==> src/rtl/mem_arbiter.sv <==
// Shares the single cacheline memory port between icache and dcache.
// D has priority; I is forced through after STARVE_MAX consecutive D grants.
module mem_arbiter #(
   parameter int ADDR_W     = 32,
   parameter int LINE_W     = 256,
   parameter int STARVE_MAX = 4
) (
   input  logic              clk,
   input  logic              rst_n,
   input  logic              i_read,
   input  logic [ADDR_W-1:0] i_addr,
   output logic [LINE_W-1:0] i_rdata,
   output logic              i_resp,
   input  logic              d_read,
   input  logic              d_write,
   input  logic [ADDR_W-1:0] d_addr,
   input  logic [LINE_W-1:0] d_wdata,
   output logic [LINE_W-1:0] d_rdata,
   output logic              d_resp,
   output logic              pmem_read,
   output logic              pmem_write,
   output logic [ADDR_W-1:0] pmem_addr,
   output logic [LINE_W-1:0] pmem_wdata,
   input  logic [LINE_W-1:0] pmem_rdata,
   input  logic              pmem_resp
);
   localparam int OFF_W = $clog2(LINE_W / 8);
   localparam int CNT_W = $clog2(STARVE_MAX + 1);
   localparam logic [CNT_W-1:0]  STARVE_LIM = CNT_W'(STARVE_MAX);
   localparam logic [ADDR_W-1:0] LINE_MASK  = {{(ADDR_W-OFF_W){1'b1}}, {OFF_W{1'b0}}};

   typedef enum logic [1:0] {IDLE, I_ACC, D_ACC} state_e;

   state_e            state_q, state_d;
   logic [CNT_W-1:0]  starve_cnt_q, starve_cnt_d;
   logic [ADDR_W-1:0] addr_q, addr_d;
   logic [LINE_W-1:0] wdata_q, wdata_d;
   logic              wr_q, wr_d;
   logic              d_req, grant_i, grant_d;

   always_comb begin
      d_req        = d_read | d_write;
      grant_d      = 1'b0;
      grant_i      = 1'b0;
      state_d      = state_q;
      starve_cnt_d = starve_cnt_q;
      addr_d       = addr_q;
      wdata_d      = wdata_q;
      wr_d         = wr_q;
      case (state_q)
         IDLE: begin
            grant_d = d_req && !(i_read && starve_cnt_q == STARVE_LIM);
            grant_i = i_read && !grant_d;
            if (grant_d) begin
               state_d = D_ACC;
               addr_d  = d_addr & LINE_MASK;
               wdata_d = d_wdata;
               wr_d    = d_write;   // a simultaneous read+write resolves as write
            end else if (grant_i) begin
               state_d = I_ACC;
               addr_d  = i_addr & LINE_MASK;
               wr_d    = 1'b0;
            end
            // Counter only tracks D grants that actually made a waiting I wait longer
            if (!i_read || grant_i)
               starve_cnt_d = '0;
            else if (grant_d && starve_cnt_q != STARVE_LIM)
               starve_cnt_d = starve_cnt_q + 1'b1;
         end
         I_ACC, D_ACC: if (pmem_resp) state_d = IDLE;
         default: state_d = IDLE;
      endcase
   end

   always_ff @(posedge clk or negedge rst_n) begin
      if (!rst_n) begin
         state_q      <= IDLE;
         starve_cnt_q <= '0;
         addr_q       <= '0;
         wdata_q      <= '0;
         wr_q         <= 1'b0;
      end else begin
         state_q      <= state_d;
         starve_cnt_q <= starve_cnt_d;
         addr_q       <= addr_d;
         wdata_q      <= wdata_d;
         wr_q         <= wr_d;
      end
   end

   // Strobes decode from state so an async reset drops them immediately
   assign pmem_read  = (state_q == I_ACC) || (state_q == D_ACC && !wr_q);
   assign pmem_write = (state_q == D_ACC) && wr_q;
   assign pmem_addr  = addr_q;
   assign pmem_wdata = wdata_q;
   assign i_resp     = (state_q == I_ACC) && pmem_resp;
   assign d_resp     = (state_q == D_ACC) && pmem_resp;
   assign i_rdata    = pmem_rdata;
   assign d_rdata    = pmem_rdata;

endmodule

==> config.mk <==
export PLATFORM = sky130hd
export DESIGN_NAME = mem_arbiter
export DESIGN_NICKNAME = d
export VERILOG_FILES = /design/src/rtl/mem_arbiter.sv
export SDC_FILE = /design/constraint.sdc
export NUM_CORES = 1
export LEC_CHECK = 0
export CORE_AREA = 2 2 541 543
export DETAILED_ROUTE_END_ITERATION = 7
export DIE_AREA = 0 0 543 545
export GPL_TIMING_DRIVEN = 1
export PLACE_DENSITY = 0.33
export SETUP_SLACK_MARGIN = 0.3
export SYNTH_ARGS = -nofsm -noshare
export SYNTH_HDL_FRONTEND = slang
export SYNTH_SLANG_ARGS = --single-unit
==> constraint.sdc <==
create_clock -name clk -period 3.7 [get_ports clk]
set_input_delay 0.925 -clock clk [delete_from_list [all_inputs] [get_ports clk]]
set_output_delay 0.925 -clock clk [all_outputs]
set_load 0.1 [all_outputs]
== After elaboration in Yosys (flattened, before gate mapping) ==
Index checks and enable logic that the tools add are counted.

* Bits in registers: 294
* Bits of input ports: 582
* Output and inout port bits: 804
* Logic and storage cells: 45

* Add/subtract/negate cells: 1
* Eq/ne operators: 6
* Multiplexer cells: 10
* Bitwise logic cells: 1
* Reduce and logical (&&, ||, !) cells: 22

{| class="wikitable"
|+ Operator list
! kind !! number
|-
| $mux 32 || 2
|-
| $logic_and 1x1->1 || 8
|-
| $reduce_and 2->1 || 4
|-
| $mux 2 || 3
|-
| $mux 3 || 2
|-
| $ne 3x3->1 const B || 2
|-
| $logic_not 1->1 || 4
|-
| $pmux 2 s2 || 1
|-
| $reduce_bool 2->1 || 2
|-
| $add 3x1->3 const B || 1
|-
| $eq 3x3->1 const B || 1
|-
| $eq 2x1->1 const B || 1
|-
| $eq 2x2->1 const B || 1
|-
| $logic_not 2->1 || 1
|-
| $logic_or 1x1->1 || 2
|-
| $mux 1 || 2
|-
| $ne 2x2->1 const B || 1
|-
| $reduce_or 2->1 || 1
|-
| $or 1x1->1 || 1
|}

== Logic depth before layout (Yosys ltp) ==
* Word-level depth: 9
* Gate-level depth with buffers: 7

== Worst setup path before layout ==
OpenSTA, ideal clock, no wires.

* Kind: input-to-output
* Start: in pmem_resp
* End: out d_resp
* Data arrival time: 1.662 ns
* Required time: 2.775 ns
* Setup slack: 1.113 ns
* Stages on the path: 1
* Path through: and2_1

* Longest elaborated chain between the ends: 1

{| class="wikitable"
|+ Ends and longest elaborated chain
! item !! RTL line !! RTL
|-
| start, declared || 25 || <nowiki>input logic pmem_resp</nowiki>
|-
| $logic_and 1x1->1 || 97 || <nowiki>assign d_resp = (state_q == D_ACC) && pmem_resp;</nowiki>
|-
| end, declared || 19 || <nowiki>output logic d_resp,</nowiki>
|}

No other way between the ends.

== Worst setup path in the final report ==
* Start: reg wdata_q[240], in the netlist pmem_wdata[240]
* End: out pmem_wdata[240]

{| class="wikitable"
|+ RTL lines
! item !! RTL line !! RTL
|-
| start, declared || 37 || <nowiki>logic [LINE_W-1:0] wdata_q, wdata_d;</nowiki>
|-
| start signal, assigned || 86 || <nowiki>wdata_q <= wdata_d;</nowiki>
|-
| end, declared || 23 || <nowiki>output logic [LINE_W-1:0] pmem_wdata,</nowiki>
|}

No word-level cell between the ends.

==> results.json <==
{
  "outcome": "completed",
  "cts_buffers": 41,
  "cts_repair_resize_count": 0,
  "hold_viol": 0,
  "synth-async-reset-ratio_pct": 100.0,
  "r2r-start": "starve_cnt_q[0]",
  "die-height_um": 545,
  "end_kind": "primary output",
  "slew_viol_final": 0,
  "grt_max_degree": 76,
  "dr.pass1.iters": 5,
  "fillerInstances": 33560,
  "skew_final_ns": 0.01990,
  "master_cell_of_the_clock_root_buffer": "sky130_fd_sc_hd__clkbuf_16",
  "setup-violations-final": 0,
  "most_used_cells_in_the_layout_excluding_fill_and_tap_cells": "sky130_fd_sc_hd__clkdlybuf4s50_1 (407), sky130_fd_sc_hd__dfrtp_1 (289), sky130_fd_sc_hd__mux2_4 (240), sky130_fd_sc_hd__buf_4 (213), sky130_fd_sc_hd__clkbuf_16 (41)",
  "floorplan.core_area_mm2": 0.2901,
  "arrival_time_at_the_worst_endpoint_ns": 2.14,
  "initial_core_utilization_pct": 5.568,
  "grt_remaining_overflow": 0,
  "postCtsSetupRepairBufs": 0,
  "clock_sinks": 289,
  "rsz0062_at_grt": "false",
  "layout_worst_path_cycle_share_pct": 82.90,
  "total_power_mw": 31.81,
  "dr.first_iter.drc_count": 416,
  "cell_area_after_synthesis_mm2": 0.01615,
  "post_synth_fa_ha_maj_area_fraction_pct": 0.4647,
  "placement_rows": 198,
  "placedInstanceArea_mm2": 0.02264,
  "cp_data_required_time_ns": 2.77,
  "critical_path.cell_chain": "clkdlybuf4s50_1",
  "worstRegToRegCells": 7,
  "timing.fmax_mhz": 326.0,
  "clock_path_buffers": 3,
  "critical_path_buf_inv_count": 1,
  "post-place-cells": 5231,
  "number_of_flops_mapped_to_enable_cells_by_yosys": 0,
  "remaining_drc_errors": 0,
  "final_cell_area_mm2": 0.02398,
  "first_global_vias": 10150,
  "synth_xor_area_share_pct": 0,
  "max-cap-violations": 0,
  "layout.cells.most_common": "sky130_fd_sc_hd__clkdlybuf4s50_1",
  "critical_path.startpoint_type": "flip-flop",
  "fin_tns_setup_ns": 0,
  "cts_tree": "yes",
  "irDropWorstVdd_v": 0.0007586,
  "vias": 9749,
  "worst_slack_at_placement_ns": 0.5341,
  "crit-reg2reg-capture": "pmem_wdata[1]",
  "synth_mux_area_share_pct": 23.48,
  "power.static_leakage_nw": 9.205,
  "first_pass_grt_wire_length_um": 156000,
  "simple_gate_share_of_the_synthesized_area_pct": 2.107,
  "yosys_warnings": 0,
  "final_core_util_pct": 8.268,
  "reg2reg_setup_slack_ns": 1.64,
  "finalHoldWorstSlack_ns": 0.3257,
  "port_bufs": 602,
  "die_x_um": 543,
  "clkSlewWorstSetupHoldPaths_ns": 0.06,
  "final.min_clock_period_ns": 3.067,
  "post_route_cells_drive_above_1_share_pct": 38.99,
  "critPathSlowestCell": "sky130_fd_sc_hd__clkdlybuf4s50_1",
  "tightest_slew_ns": 1.045,
  "die_area_mm2": 0.2959,
  "netlist_instances": 1258,
  "criticalPathCategory": "flip-flop to primary output",
  "route.antenna.remaining_nets": 0,
  "clock_latency_ns": 0.61,
  "post_layout_nonfiller_instances": 5305,
  "dominant_combinational_cell_family_by_area_after_synthesis": "buffers and inverters",
  "synth_sequential_area_ratio_pct": 44.77,
  "routedWlPerCell_um": 25.00,
  "nNetsFinal": 1962,
  "grtUsageTotal_pct": 8.538,
  "yosysUniqueCellTypes": 35,
  "io-pin-count": 1386,
  "maximum_cell_stage_delay_along_the_critical_path_ns": 1.18,
  "synthesis.area_per_instance_um2": 12.84,
  "setup_slack_ns": 0.6329,
  "power_density_mw_per_mm2": 1326,
  "critical_path_peak_fanout": 2,
  "most_instantiated_flip_flop_cell_in_the_synthesis_netlist": "sky130_fd_sc_hd__dfrtp_1",
  "htreeDepth": 2,
  "synth-compound-area-share_pct": 2.331,
  "area_growth_pct": 48.47,
  "grt_antenna_before_repair": 15,
  "synth.ff_latch_count": 289,
  "globalplace.congestion": 0.7228,
  "vias_per_cell": 1.838,
  "path_delay_family": "buffers and inverters",
  "holdCritPathClass": "primary input to asynchronous set/reset pin",
  "number_of_hold_buffers_added_after_cts": 0,
  "max_slew_margin_pct": 30.12,
  "dp_hpwl_um": 118700,
  "route.final.wire_length_um": 132600
}
==> synthesized netlist by cell type (7+ instances only) <==
cell type	instances	area share, %
sky130_fd_sc_hd__inv_1	7	0.16
sky130_fd_sc_hd__buf_6	15	1.0
sky130_fd_sc_hd__o21ai_0	9	0.28
sky130_fd_sc_hd__mux2_4	240	22
sky130_fd_sc_hd__buf_4	517	24
sky130_fd_sc_hd__nand3_1	30	0.93
sky130_fd_sc_hd__o21ai_1	19	0.59
sky130_fd_sc_hd__dfrtp_1	289	45
sky130_fd_sc_hd__buf_8	12	1.1
sky130_fd_sc_hd__nor2_1	29	0.67
sky130_fd_sc_hd__a31oi_1	27	1.0
sky130_fd_sc_hd__mux2_2	10	0.70
sky130_fd_sc_hd__clkbuf_1	10	0.23
==> worst max-delay path by stage <==
stage                    startpoint  slack [ns]  cells after the start         endpoint
floorplan                 pmem_resp        1.11                      1           d_resp
global placement            d_write        0.54                      6    pmem_wdata[3]
detailed placement          d_write        0.53                      6    pmem_wdata[1]
CTS                 pmem_wdata[197]        0.56                      1  pmem_wdata[197]
global route             state_q[0]        0.51                      4       pmem_write
finish              pmem_wdata[240]        0.63                      1  pmem_wdata[240]
==> final cells by class <==
class | count | area [µm²] | share of cell area [%]
flip-flops and latches | 289 | 7232 | 30.15
repair buffers | 632 | 5878 | 24.51
well taps | 3900 | 4880 | 20.35
multi-input cells | 403 | 4619 | 19.26
clock buffers | 55 | 1159 | 4.831
clock inverters | 17 | 185.2 | 0.7721
inverters | 7 | 26.28 | 0.1096
diodes | 2 | 5.005 | 0.02087
==> layer usage <==
layer,part of all wire (%),track usage [%],vias up
met4,3.0,2.751,0
li1,-,-,3905
met1,20,4.850,4521
met3,25,9.830,175
met2,52,15.69,1148
met5,0,0,-
==> cell families (layout without fill, tap and decap cells) <==
kind of cell	after synthesis	in the layout
fa+ha+maj	6	6
simple gates	71	71
flops	289	289
mux	257	257
buf+inv	570	711
other cells	1	7
compound gates	64	64
==> flip-flops by register name (all words and copies together) (netlist names) <==
signal / cells
state_q: 2
wr_q: 1
pmem_wdata: 256
starve_cnt_q: 3
pmem_addr: 27
==> where the power goes <==
part / switching [mW] / total [mW] / internal, mW / leakage [nW]
clock: 1.70 / 4.11 / 2.41 / 0.667
combinational: 16.2 / 21.8 / 5.62 / 5.16
sequential: 1.09 / 5.91 / 4.82 / 3.38
total: 19.0 / 31.8 / 12.9 / 9.20
Note: power is estimated with default switching activity, not from simulation.
